--- src/rtl/decoder_pkg.sv ---
// Shared types and the pure decode function for the one-hot decoder pipeline.
package decoder_pkg;

    // Widest decoded word the decode function can produce (IN_W tops out at 8).
    localparam int MAX_W = 256;

    // Decode mode, carried in with each input beat.
    typedef enum logic [1:0] {
        MODE_ONEHOT  = 2'd0,
        MODE_THERM   = 2'd1,
        MODE_ONECOLD = 2'd2,
        MODE_RSVD    = 2'd3
    } mode_e;

    // Occupancy of the two-entry output buffer.
    typedef enum logic [1:0] {
        EMPTY = 2'd0,
        ONE   = 2'd1,
        FULL  = 2'd2
    } state_e;

    // Decode an index into an out_w-bit word.
    // Result layout: bit 0 is the range error, bits [out_w:1] are the word.
    // Bits above out_w are always zero, so callers narrow with a width cast.
    // An out-of-range index yields all zero for ONEHOT/THERM (THERM does not
    // saturate) and all ones for ONECOLD; enable=0 forces the word to zero
    // but the range error is still reported.
    function automatic logic [MAX_W:0] decode_word(
        input logic [7:0] idx,
        input mode_e      mode,
        input logic       enable,
        input int         out_w
    );
        logic [MAX_W-1:0] word;
        logic             err;
        int               pos;

        pos  = int'(idx);
        err  = (pos >= out_w);
        word = '0;
        for (int b = 0; b < MAX_W; b++) begin
            if (b < out_w) begin
                case (mode)
                    MODE_ONEHOT:  word[b] = (b == pos);
                    MODE_THERM:   word[b] = (b <= pos) && !err;
                    MODE_ONECOLD: word[b] = (b != pos);
                    default:      word[b] = 1'b0;
                endcase
            end
        end
        if (!enable) begin
            word = '0;
        end
        return {word, err};
    endfunction

endpackage

--- src/rtl/decoder_skid_buf.sv ---
// Two-entry skid buffer: an output register plus a skid register, with a
// registered in_ready that is high exactly when the skid register is empty.
module decoder_skid_buf
    import decoder_pkg::*;
#(
    parameter int DW = 17
) (
    input  logic          clk,
    input  logic          rst_n,
    input  logic          in_valid,
    output logic          in_ready,
    input  logic [DW-1:0] in_data,
    output logic          out_valid,
    input  logic          out_ready,
    output logic [DW-1:0] out_data
);

    state_e        state_reg;
    state_e        state_next;
    logic [DW-1:0] out_data_reg;
    logic [DW-1:0] skid_data_reg;
    logic          out_valid_reg;
    logic          in_ready_reg;
    logic          accept;
    logic          consume;

    assign accept  = in_valid && in_ready_reg;
    assign consume = out_valid_reg && out_ready;

    // Next occupancy from the accept/consume pair of this cycle.
    always_comb begin
        state_next = state_reg;
        case (state_reg)
            EMPTY: if (accept) state_next = ONE;
            ONE: begin
                if (accept && !consume) begin
                    state_next = FULL;
                end else if (!accept && consume) begin
                    state_next = EMPTY;
                end
            end
            FULL:    if (consume) state_next = ONE;
            default: state_next = EMPTY;
        endcase
    end

    // State, data movement and registered handshake flags.
    always_ff @(posedge clk or negedge rst_n) begin
        if (!rst_n) begin
            state_reg     <= EMPTY;
            out_data_reg  <= '0;
            skid_data_reg <= '0;
            out_valid_reg <= 1'b0;
            in_ready_reg  <= 1'b0;
        end else begin
            state_reg     <= state_next;
            out_valid_reg <= (state_next != EMPTY);
            in_ready_reg  <= (state_next != FULL);
            case (state_reg)
                EMPTY: begin
                    if (accept) begin
                        out_data_reg <= in_data;
                    end
                end
                ONE: begin
                    // Accept with consume bypasses the skid register.
                    if (accept && consume) begin
                        out_data_reg <= in_data;
                    end else if (accept) begin
                        skid_data_reg <= in_data;
                    end
                end
                FULL: begin
                    if (consume) begin
                        out_data_reg <= skid_data_reg;
                    end
                end
                default: begin
                end
            endcase
        end
    end

    assign in_ready  = in_ready_reg;
    assign out_valid = out_valid_reg;
    assign out_data  = out_data_reg;

endmodule

--- src/rtl/decoder_onehot_pipe.sv ---
// Pipelined binary-to-word decoder: decodes each accepted beat into a
// one-hot / thermometer / one-cold word plus a range error, and buffers the
// result in a two-entry skid buffer with valid/ready handshakes on both sides.
module decoder_onehot_pipe
    import decoder_pkg::*;
#(
    parameter int IN_W  = 4,
    parameter int OUT_W = 16
) (
    input  logic             clk,
    input  logic             rst_n,
    input  logic             in_valid,
    output logic             in_ready,
    input  logic [IN_W-1:0]  binary_in,
    input  logic [1:0]       mode,
    input  logic             enable,
    output logic             out_valid,
    input  logic             out_ready,
    output logic [OUT_W-1:0] decoder_out,
    output logic             range_err
);

    logic [7:0]   idx;
    mode_e        mode_sel;
    logic [OUT_W:0] beat_in;
    logic [OUT_W:0] beat_out;

    assign idx      = 8'(binary_in);
    assign mode_sel = mode_e'(mode);

    // Decode at acceptance so the word and error travel with the beat;
    // bit 0 of the beat is the range error, the word sits above it.
    assign beat_in[0]       = 1'(decode_word(idx, mode_sel, enable, OUT_W));
    assign beat_in[OUT_W:1] = OUT_W'(decode_word(idx, mode_sel, enable, OUT_W) >> 1);

    decoder_skid_buf #(
        .DW(OUT_W + 1)
    ) u_skid (
        .clk      (clk),
        .rst_n    (rst_n),
        .in_valid (in_valid),
        .in_ready (in_ready),
        .in_data  (beat_in),
        .out_valid(out_valid),
        .out_ready(out_ready),
        .out_data (beat_out)
    );

    assign range_err   = beat_out[0];
    assign decoder_out = beat_out[OUT_W:1];

endmodule
--- config.mk ---
export PLATFORM = sky130hd
export DESIGN_NAME = decoder_onehot_pipe
export DESIGN_NICKNAME = d
export VERILOG_FILES = /design/src/rtl/decoder_pkg.sv /design/src/rtl/decoder_skid_buf.sv /design/src/rtl/decoder_onehot_pipe.sv
export SDC_FILE = /design/constraint.sdc
export NUM_CORES = 1
export LEC_CHECK = 0
export ABC_AREA = 1
export CAP_MARGIN = 40
export CORE_ASPECT_RATIO = 0.5
export CORE_UTILIZATION = 49
export CTS_CLUSTER_SIZE = 30
export DETAILED_ROUTE_END_ITERATION = 16
export PLACE_DENSITY = 0.76
export SYNTH_ARGS = -nofsm -noshare
export SYNTH_HDL_FRONTEND = slang
export SYNTH_SLANG_ARGS = --single-unit
--- constraint.sdc ---
create_clock -name clk -period 1.2 [get_ports clk]
set_input_delay 0.24 -clock clk [delete_from_list [all_inputs] [get_ports clk]]
set_output_delay 0.24 -clock clk [all_outputs]
set_load 0.005 [all_outputs]
### Word-level counts from Yosys, hierarchy flattened

Index checks and enable logic that the tools add are counted.

* bits of input ports: 11
* output and inout port bits: 19
* word-level logic and storage cells: 117
* flip-flop bits (word level): 38

* magnitude comparators: 16
* mux-type cells: 26
* eq/ne operators: 38
* bitwise operators: 1
* reduce and logical (&&, ||, !) cells: 31

Operators by type and width (count)
* 17-bit two-way mux: 3
* 17-bit case mux with 3 select lines: 1
* 1-bit case mux with 3 select lines: 16
* 4-bit == test, first input constant: 8
* 4-bit less-or-equal comparator, first input constant: 8
* 4-bit inequality test, first input constant: 8
* 1-bit logical AND: 20
* 3-bit by 4-bit == test with 1-bit output, first input constant: 4
* 3-bit by 4-bit less-or-equal comparator with 1-bit output, first input constant: 4
* 16-bit two-way mux: 1
* 3-bit by 4-bit inequality test with 1-bit output, first input constant: 4
* 2-bit by 4-bit == test with 1-bit output, first input constant: 2
* 2-bit by 4-bit less-or-equal comparator with 1-bit output, first input constant: 2
* 8-bit zero test: 1
* 2-bit two-way mux: 4
* 2-bit by 4-bit inequality test with 1-bit output, first input constant: 2
* 8-bit nonzero test: 1
* 2-bit by 1-bit inequality test with 1-bit output, second input constant: 3
* 2-bit case mux with 3 select lines: 1
* 4-bit by 5-bit greater-or-equal comparator with 1-bit output, second input constant: 1
* 1-bit by 4-bit == test with 1-bit output, first input constant: 1
* 2-bit by 1-bit == test with 1-bit output, second input constant: 2
* 2-bit == test, second input constant: 2
* 1-bit by 4-bit less-or-equal comparator with 1-bit output, first input constant: 1
* 9 further kinds: 12

### Depth between registers and ports, before layout

Gate-level depths: netlist of the first run.

* depth in word-level cells: 7
* mapped depth: 11
* gate-level depth less buffers: 10

### Cells and area by module

Synthesis of the first run repeated with hierarchy kept, for this count alone.

* cells, all modules: 361
* area, all modules: 2369.8 um^2

By module, submodules not included
* decoder_skid_buf: cells an instance 224, instances 1, area each 1785.5 um^2, sequential area each 950.9 um^2
* decoder_onehot_pipe: cells an instance 137, instances 1, area each 584.3 um^2, sequential area each 0.0 um^2

### Worst setup path after synthesis of the first run

Ideal clock, no wire load.

* kind: reg-to-reg
* start: register u_skid.state_reg[0]
* end: register u_skid.out_data_reg[14], in the netlist u_skid.out_data[14]
* library setup time: 0.076 ns
* cell stages (with the launch flop): 6
* period minus slack after synthesis: 1.211 ns
* buffers on the path: 0
* data arrival time: 1.135 ns
* required time: 1.124 ns
* slack: -0.011 ns
* path through: dfrtp_1 o21ai_0 nand3_1 inv_1 o21ai_0 o21ai_1

* cells in the longest elaborated chain, start to end: 3
* elaborated cells on any way between the ends: 9
* classes of those cells: eq/ne (5); mux (1); reduce/logical (3)

Ends and longest elaborated chain
* from (decl): RTL line decoder_skid_buf.sv:18 `state_e state_reg;`
* from (signal assigned): RTL line decoder_skid_buf.sv:56 `state_reg <= state_next;`
* 2-bit == test, or another cell as far along: RTL line decoder_skid_buf.sv:59 `case (state_reg)`
* 2-bit by 1-bit inequality test with 1-bit output (no line) or 3-bit nonzero test (tied branches)
* 4-bit AND reduction (no line)
* to (signal assigned): RTL line decoder_skid_buf.sv:62 `out_data_reg <= in_data;`
* to (signal assigned): RTL line decoder_skid_buf.sv:68 `out_data_reg <= in_data;`
* to (signal assigned): RTL line decoder_skid_buf.sv:75 `out_data_reg <= skid_data_reg;`
* to (decl): RTL line decoder_skid_buf.sv:20 `logic [DW-1:0] out_data_reg;`

Several ways; a longest one is shown, not always the timed one.
A chain may end at the register's enable or synchronous reset.

### Worst setup path after layout of the first run

* start: register u_skid.in_ready_reg, in the netlist u_skid.in_ready
* end: register u_skid.out_data_reg[1], in the netlist u_skid.out_data[1]

* cells in the longest elaborated chain, start to end: 4
* elaborated cells on any way between the ends: 5
* classes of those cells: eq/ne (2); reduce/logical (3)

Ends and longest elaborated chain
* from (decl): RTL line decoder_skid_buf.sv:23 `logic in_ready_reg;`
* from (signal assigned): RTL line decoder_skid_buf.sv:58 `in_ready_reg <= (state_next != FULL);`
* 1-bit logical AND (*): RTL line decoder_skid_buf.sv:27 `assign accept = in_valid && in_ready_reg;`
* 1-bit logical AND: RTL line decoder_skid_buf.sv:67 `if (accept && consume) begin`
* 2-bit by 1-bit inequality test with 1-bit output (no line)
* 4-bit AND reduction (no line) (*)

Every way passes the cells marked *; elsewhere a longest branch is shown, timed or not.

==> results of run 1 <==
## worst min-delay path by stage
| stage | slack, ns | to | startpoint |
|---|---|---|---|
| global placement | 0.46 | u_skid.out_data[1]$_DFFE_PN0P_ | u_skid.out_data[1]$_DFFE_PN0P_ |
| finish | 0.31 | u_skid.state_reg[0]$_DFF_PN0_ | rst_n |
| global route | 0.34 | u_skid.state_reg[0]$_DFF_PN0_ | rst_n |
| CTS | 0.33 | u_skid.state_reg[0]$_DFF_PN0_ | rst_n |
| detailed placement | 0.46 | u_skid.out_data[1]$_DFFE_PN0P_ | u_skid.out_data[1]$_DFFE_PN0P_ |
| floorplan | -0.06 | u_skid.in_ready$_DFF_PN0_ | rst_n |
## cell families (layout without fill, tap and decap cells)
kind of cell,Yosys count,in the layout,share of synthesized area (%)
other,1,1,0.183
DFF,36,36,44.0
and+or+nand+nor,164,164,33.9
AOI/OAI and AO/OA,61,61,15.2
buffers and inverters,32,100,6.78
## layout by cell type (no fill, tap or decap), drive strengths merged
master	instances
nand2	103
o21ai	49
buf	45
dfrtp	36
nand3	29
nor2	29
inv	17
clkdlybuf4s15	14
clkbuf	11
a21oi	10
dlygate4sd2	8
clkdlybuf4s50	3
clkinv	2
and2	1
nand4	1
or2	1
o21a	1
o211ai	1
conb	1
## routing by layer
| layer | vias to the layer above | track usage, % | part of all wire, % |
|---|---|---|---|
| met5 | - | 0 | 0 |
| met3 | 34 | 6.35 | 8.6 |
| met4 | 0 | 10.2 | 4.1 |
| met2 | 145 | 48.2 | 46 |
| met1 | 1141 | 40.6 | 41 |
| li1 | 1095 | - | - |
## cell type report
cell class	count	area share, %
tap	54	2.11
inverter	18	2.58
clock inverter	1	0.156
multi-input combinational	226	41.5
sequential	36	28.1
clock buffer	6	2.26
timing repair buffer	75	23.3
## where the power goes
group	switching, µW	internal, µW
clock	434	395
combinational	2270	2010
sequential	510	1760
total	3220	4170
## metrics by stage
step | area [µm²] | setup WS, ns | instances
global route | 3210 | -0.237 | 416
floorplan | 2050 | 0.00380 | 294
CTS | 2910 | -0.0893 | 406
global placement | 2550 | -0.784 | 387
finish | 3210 | -0.180 | 416
detailed placement | 2550 | -0.812 | 387
## what timing repair did
item	CTS	global route
setup endpoints to repair	50	49
hold buffers	0	0
gates resized for setup	80	95
pin swaps	3	18
setup buffers	9	12
gates cloned	4	1
==> flow_summary.ini, run 1 <==
[timing]
worst_slack_ns = -0.180
fin_worst_skew_ns = 0.00974
period_needed_ns = 1.38
final_max_slew_viol_count = 0
rsz0062_at_grt = true
max_freq_ghz = 0.724
finalSetupViolCount = 36
hold_violations = 0
finalSetupTns_ns = -3.68
whs_ns = 0.308
post-route-period-util_pct = 115

[synth]
yosysTopAreaCell = dfrtp_1
synth_cells = 294
ys_ff_latch = 36
synth-warning-count = 0
synth.most_common_cell = nand2_1
synth.area.top_cells = dfrtp_1, nand2_1, nand3_1, o21ai_1, o21ai_0
synthFlopType = dfrtp_1
synth_area_mm2 = 0.00205
yosysUniqueCellTypes = 22
synth_fp_nets = 305
syn_area_per_cell_um2 = 6.96
yosysTopAreaCellShare_pct = 44.0
yosysSeqAreaShare_pct = 44.0
yosys-top-cells-count = nand2_1, dfrtp_1, nand3_1
synth-edff-count = 0
async_reset_ff_share_pct = 100

[clock_network]
root_buffer = clkbuf_8
cts_inserted_buffers = 5
h-tree-depth = 2
worstSkewPairLatency_ns = 0.29
cts_tree = built
cts_sinks = 36
clk_transition_reported_paths_ns = 0.08
clockBufferDepth = 2

[final_layout]
layout-drive-gt1-share_pct = 37.8
seq_area_um2 = 902
n_fill_cell = 220
synthToLayoutAreaGrowth_pct = 56.6
multi_input_area_mm2 = 0.00133
nets = 373
antenna_cells = 0
fin_util_pct = 81.3

[die]
initial_utilization_pct = 51.9
dieArea_mm2 = 0.00446
std_cell_rows = 16
die_height_um = 47.7
io_pins = 30
core-area_mm2 = 0.00394
die_w_um = 93.4

[worst_setup_path]
cpMaxStageDelayCell = dfrtp_1
worst-path-stages = 8
worstSetupPathType = flop to flop
worstRegToRegCells = 8
slowest_delay_ns = 0.40
cp_num_buf_inv = 3
cp.arrival_ns = 1.54
endpoint_kind = flop
critical-path-top-delay-family = simple AND/OR/NAND/NOR gates
startpoint = u_skid.in_ready$_DFF_PN0_
worstPathRequired_ns = 1.36
endpoint = u_skid.out_data[1]$_DFFE_PN0P_
critPathMaxFanout = 8
timing.rr.start = u_skid.in_ready$_DFF_PN0_
crit_path_start_kind = flop
r2r-end = u_skid.out_data[1]$_DFFE_PN0P_
reg2reg_slack_ns = -0.18
path_cells = buf_6, nand2_2, nand2_2, nand3_4, buf_6, inv_8, o211ai_1, nand2_1

[routing]
wire_per_inst_um = 17.9
ant_nets = 0
num_vias = 2415
drc_errors = 0
drtIter0Drc = 196
first_pass_iters = 4
wl_mm = 7.44
avgViaCountPerCell = 5.81

[power_and_ir_drop]
leakage_uw = 0.00157
vdd_ir_drop_max_mv = 0.940
p_total_uw = 7380
p_per_area_mw_per_mm2 = 2300

[global_routing]
grt_pass1_vias = 1998
grt_pass1_wl_mm = 9.68
overflow = 0
grt_antenna_before_repair = 0
grt_max_degree = 37
grtUsageTotal_pct = 29.6

[min_path]
min_path_type = primary input to async pin

[place]
hpwlAfterDp_mm = 3.67
io_buffers = 28
gp_congestion = 0.962

[run_status]
violations = negative setup slack
outcome = finished, violations left

[job]
cap_violations = 0
Power figures use the tool's default switching activity.
==> run 2, diff against run 1 <==
--- a/config.mk
+++ b/config.mk
@@ -8,10 +8,11 @@
 export ABC_AREA = 1
 export CAP_MARGIN = 40
 export CORE_ASPECT_RATIO = 0.5
-export CORE_UTILIZATION = 49
+export CORE_UTILIZATION = 50
 export CTS_CLUSTER_SIZE = 30
 export DETAILED_ROUTE_END_ITERATION = 16
-export PLACE_DENSITY = 0.76
+export DONT_BUFFER_PORTS = 1
+export PLACE_DENSITY = 0.68
 export SYNTH_ARGS = -nofsm -noshare
 export SYNTH_HDL_FRONTEND = slang
 export SYNTH_SLANG_ARGS = --single-unit
==> run 2 against run 1 <==
- largest cell class unchanged
- clock power is 7.4% higher
- first-iteration DRC count decreased by 39%
- via count decreased by 15%
- the run still ends with negative setup slack left
- final cell count down 10%
- sequential cell count unchanged
- critical path depth shrank 2
- sequential power is 3% lower
- combinational power is 34% lower
- hold slack worse by 0.22 ns
- total power decreased by 20%
==> flow_summary.ini, run 2 (synthesis results as in run 1) <==
[run_status]
outcome = finished, violations left
violations = negative setup slack

[worst_setup_path]
cp.arrival_ns = 1.54
critPathMaxFanout = 8
r2r-end = u_skid.out_data[6]$_DFFE_PN0P_
reg2reg_slack_ns = -0.11
crit_path_start_kind = flop
endpoint_kind = flop
path_cells = o21ai_2, nand3_4, buf_8, nor2_1, nand2_1, nand2_1
slowest_delay_ns = 0.43
worstRegToRegCells = 6
cpMaxStageDelayCell = dfrtp_1
timing.rr.start = u_skid.state_reg[0]$_DFF_PN0_
worstSetupPathType = flop to flop
worst_path_most_repeated_cell = nand2_1
worstPathRequired_ns = 1.43

[routing]
first_pass_iters = 4
wl_mm = 5.70
num_vias = 2044
avgViaCountPerCell = 5.48
wire_per_inst_um = 15.3
drc_errors = 0
drtIter0Drc = 119
ant_nets = 0

[power_and_ir_drop]
p_int_uw = 3510
vdd_ir_drop_max_mv = 1.01
swShare_pct = 40.8
p_per_area_mw_per_mm2 = 2250
power_frac_seq_pct = 37.2
leakage_uw = 0.00129
share_comb_of_total_power_pct = 47.8
p_clk_share_pct = 15.0
p_switching_uw = 2420

[timing]
max_freq_ghz = 0.762
fin_worst_skew_ns = 0.0101
worst_slack_ns = -0.112
finalSetupViolCount = 34
post-route-period-util_pct = 109
final_max_slew_viol_count = 0
hold_violations = 0
period_needed_ns = 1.31
rsz0062_at_grt = true
finalSetupTns_ns = -1.97

[clock_network]
cts_sinks = 36
root_buffer = clkbuf_8
clk_transition_reported_paths_ns = 0.08
cts_inserted_buffers = 5
h-tree-depth = 2
cts_tree = built
clockBufferDepth = 2
worstSkewPairLatency_ns = 0.29

[final_layout]
antenna_cells = 0
n_fill_cell = 317
nets = 329
mostFrequentLayoutCells = nand2_1, dfrtp_1, nand3_1
layout-drive-gt1-share_pct = 27.0
synthToLayoutAreaGrowth_pct = 28.6
stdcell_count = 373
seq_area_um2 = 901
final_common_cell = nand2_1
multi_input_area_mm2 = 0.00115

[place]
hpwlAfterDp_mm = 3.63
io_buffers = 0
gp_congestion = 0.914
dp_cells = 358

[global_routing]
grt_pass1_vias = 1665
grtUsageTotal_pct = 25.4
grt_max_degree = 37
overflow = 0
grt_antenna_before_repair = 0
grt_pass1_wl_mm = 8.26

[job]
cap_violations = 0

[min_path]
whs_path_depth = 2
min_path_type = primary input to flop
min_to = u_skid.skid_data_reg[8]$_DFFE_PN0P_
hp-start = enable

[die]
dieArea_mm2 = 0.00437
die_height_um = 47.2
io_pins = 30
core-area_mm2 = 0.00390
std_cell_rows = 16
die_w_um = 92.5
initial_utilization_pct = 52.4
[run 2: power groups by stage]
stage               Combinational, µW  Sequential, µW  Clock, µW
finish                           2830            2200        890
global route                     3110            2270        939
CTS                              2250            2140        885
detailed placement               1890            2150          0
global placement                 1850            2130          0
floorplan                        1360            2060          0
[run 2: metrics by stage]
| step | cell area [µm²] | setup WS [ns] | utilization, % | hold slack [ns] | power, µW |
|---|---|---|---|---|---|
| after floorplan | 2050 | 0.00380 | - | -0.0556 | 3420 |
| after global placement | 2240 | -0.0589 | 57.4 | -0.0549 | 3980 |
| after detailed placement | 2240 | -0.0789 | 57.4 | -0.0548 | 4040 |
| after CTS | 2460 | -0.0466 | 62.9 | 0.0853 | 5280 |
| after global routing | 2630 | -0.168 | 67.4 | 0.0844 | 6320 |
| final | 2630 | -0.112 | 67.4 | 0.0850 | 5930 |
[run 2: layout make-up]
class / count / area share, %
timing repair buffer: 31 / 13.2
sequential: 36 / 34.2
clock buffer: 8 / 3.42
multi-input combinational: 226 / 43.7
tap: 54 / 2.57
inverter: 18 / 2.85
[run 2: metal layers]
| layer | vias to the layer above | wire length (µm) | global-route usage [%] |
|---|---|---|---|
| met2 | 65 | 2650 | 38.8 |
| met4 | 0 | 55 | 5.63 |
| li1 | 993 | - | - |
| met3 | 8 | 288 | 5.50 |
| met5 | - | 0 | 0 |
| met1 | 978 | 2710 | 37.2 |
[run 2: repair_timing]
item	4_1_cts	5_1_grt
buffers inserted	1	1
gates cloned	1	2
setup endpoints to repair	32	35
hold buffers	2	0
hold endpoints to repair	36	0
resized for setup	21	37
pin swaps	4	9
[run 2: how the worst max path moves through the flow]
stage | startpoint | to | slack, ns | depth (start not counted)
after floorplan | u_skid.out_valid$_DFF_PN0_ | u_skid.skid_data_reg[13]$_DFFE_PN0P_ | 0.004 | 6
after global placement | mode[1] | u_skid.out_data[10]$_DFFE_PN0P_ | -0.06 | 9
after detailed placement | u_skid.state_reg[0]$_DFF_PN0_ | u_skid.out_data[10]$_DFFE_PN0P_ | -0.08 | 6
after CTS | u_skid.out_valid$_DFF_PN0_ | u_skid.skid_data_reg[13]$_DFFE_PN0P_ | -0.05 | 6
after global routing | u_skid.state_reg[0]$_DFF_PN0_ | u_skid.out_data[3]$_DFFE_PN0P_ | -0.17 | 6
final | u_skid.state_reg[0]$_DFF_PN0_ | u_skid.out_data[6]$_DFFE_PN0P_ | -0.11 | 6
[run 2: worst max-delay path: cells and delay by family (launching register included)]
kind            cells  cell delay (ns)
compound gates      1             0.23
simple gates        4             0.39
buf+inv             1             0.20
flops               1             0.43
==> run 3, diff against run 2 <==
--- a/config.mk
+++ b/config.mk
@@ -13,6 +13,7 @@
 export DETAILED_ROUTE_END_ITERATION = 16
 export DONT_BUFFER_PORTS = 1
 export PLACE_DENSITY = 0.68
+export RECOVER_POWER = 25
 export SYNTH_ARGS = -nofsm -noshare
 export SYNTH_HDL_FRONTEND = slang
 export SYNTH_SLANG_ARGS = --single-unit
==> run 3 against run 2 <==
- final cell count unchanged
- clock skew fell by 0.0030 ns
- sequential power is essentially flat
- sequential share of layout area is 0.16 points higher
- hold slack gained 0.0040 ns
- design area decreased by 0.48%
- global-route usage unchanged
- the run still ends with negative setup slack left
- register-to-register slack about the same
==> flow_summary.ini, run 3 (synthesis results as in run 1) <==
[worst_setup_path]
worstRegToRegCells = 6
slowest_delay_ns = 0.42
critical-path-top-delay-family = flip-flops
crit_path_start_kind = flop
endpoint_kind = flop
critPathMaxFanout = 8
cp.arrival_ns = 1.53
cpMaxStageDelayCell = dfrtp_1
path_cells = o21ai_2, nand3_4, buf_8, nor2_1, nand2_1, nand2_1
reg2reg_slack_ns = -0.11
cp_num_buf_inv = 1
r2r-end = u_skid.out_data[6]$_DFFE_PN0P_
timing.rr.start = u_skid.state_reg[0]$_DFF_PN0_
worstPathRequired_ns = 1.43
worstSetupPathType = flop to flop
worst_path_most_repeated_cell = nand2_1

[timing]
rsz0062_at_grt = true
worst_slack_ns = -0.105
finalSetupTns_ns = -1.79
final_max_slew_viol_count = 0
whs_ns = 0.0890
fin_worst_skew_ns = 0.00711
post-route-period-util_pct = 109
finalSetupViolCount = 32
hold_violations = 0
period_needed_ns = 1.31
max_freq_ghz = 0.766

[power_and_ir_drop]
p_clk_share_pct = 14.9
share_comb_of_total_power_pct = 47.8
vdd_ir_drop_max_mv = 0.996
p_total_uw = 5910
leakage_uw = 0.00128
p_per_area_mw_per_mm2 = 2260
power_frac_seq_pct = 37.3
p_int_uw = 3500
swShare_pct = 40.7
p_switching_uw = 2400

[routing]
met1_length_mm = 2.69
first_pass_iters = 4
ant_nets = 0
wl_mm = 5.68
num_vias = 2041
drc_errors = 0
avgViaCountPerCell = 5.47
dr.max_layer_used = met4
drtIter0Drc = 119
wl_met2_mm = 2.66
wl_met3_um = 295
wire_per_inst_um = 15.2

[final_layout]
mostFrequentLayoutCells = nand2_1, dfrtp_1, nand3_1
layout-drive-gt1-share_pct = 27.0
seq_area_um2 = 901
final_cell_area_mm2 = 0.00262
synthToLayoutAreaGrowth_pct = 28.0
multi_input_area_mm2 = 0.00115
n_fill_cell = 319
nets = 329
antenna_cells = 0
final_common_cell = nand2_1
fin_util_pct = 67.1

[die]
core-area_mm2 = 0.00390
std_cell_rows = 16
die_height_um = 47.2
die_w_um = 92.5
initial_utilization_pct = 52.4
dieArea_mm2 = 0.00437
io_pins = 30

[place]
gp_congestion = 0.914
dpl_cell_area_mm2 = 0.00224
hpwlAfterDp_mm = 3.63
io_buffers = 0

[min_path]
hp-start = enable
whs_path_depth = 2
min_path_type = primary input to flop
min_to = u_skid.skid_data_reg[8]$_DFFE_PN0P_

[clock_network]
clk_transition_reported_paths_ns = 0.07
cts_tree = built
h-tree-depth = 2
worstSkewPairLatency_ns = 0.29
cts_sinks = 36
cts_inserted_buffers = 5
root_buffer = clkbuf_8
clockBufferDepth = 2

[run_status]
violations = negative setup slack
outcome = finished, violations left

[global_routing]
grt_antenna_before_repair = 0
overflow = 0
grt_pass1_wl_mm = 8.26
grt_max_degree = 37
grt_pass1_vias = 1665
grtUsageTotal_pct = 25.4

[job]
cap_violations = 0
-- run 3: changes by cell type in the layout (fill, tap and decap cells not counted) --
cell and change:
clkbuf_4 +1, buf_12 -1
-- run 3: what timing repair did --
| item | CTS | global route |
|---|---|---|
| setup endpoints to repair | 32 | 35 |
| cloned | 1 | 2 |
| hold buffers | 2 | 0 |
| pin swaps | 4 | 9 |
| resized for setup | 21 | 37 |
| buffers inserted | 1 | 1 |
| endpoints found under the hold margin | 36 | 0 |
-- run 3: power groups by stage --
stage | Sequential (µW) | Combinational, µW | Clock [µW]
global route | 2270 | 3110 | 939
CTS | 2140 | 2250 | 885
finish | 2200 | 2830 | 881
floorplan | 2060 | 1360 | 0
global placement | 2130 | 1850 | 0
detailed placement | 2150 | 1890 | 0
-- run 3: how the worst max path moves through the flow --
stage,endpoint,from,depth (start not counted)
after floorplan,u_skid.skid_data_reg[13]$_DFFE_PN0P_,u_skid.out_valid$_DFF_PN0_,6
after global placement,u_skid.out_data[10]$_DFFE_PN0P_,mode[1],9
after detailed placement,u_skid.out_data[10]$_DFFE_PN0P_,u_skid.state_reg[0]$_DFF_PN0_,6
after CTS,u_skid.skid_data_reg[13]$_DFFE_PN0P_,u_skid.out_valid$_DFF_PN0_,6
after global routing,u_skid.out_data[3]$_DFFE_PN0P_,u_skid.state_reg[0]$_DFF_PN0_,6
final,u_skid.out_data[6]$_DFFE_PN0P_,u_skid.state_reg[0]$_DFF_PN0_,6
-- run 3: per-layer routing --
metal,track usage [%],vias up
met4,5.63,0
li1,-,995
met5,0,-
met3,5.50,5
met1,37.2,977
met2,38.8,64
-- run 3: per-stage QoR --
stage / worst slack (ns) / std cells
after floorplan: 0.00380 / 294
after global placement: -0.0589 / 358
final: -0.105 / 373
after CTS: -0.0466 / 370
after global routing: -0.168 / 373
after detailed placement: -0.0789 / 358
-- run 3: layout make-up --
cell class | count | area share (%)
multi-input cells | 226 | 43.9
flip-flops and latches | 36 | 34.4
repair buffers | 31 | 12.8
clock buffers | 8 | 3.44
inverters | 18 | 2.87
well taps | 54 | 2.58
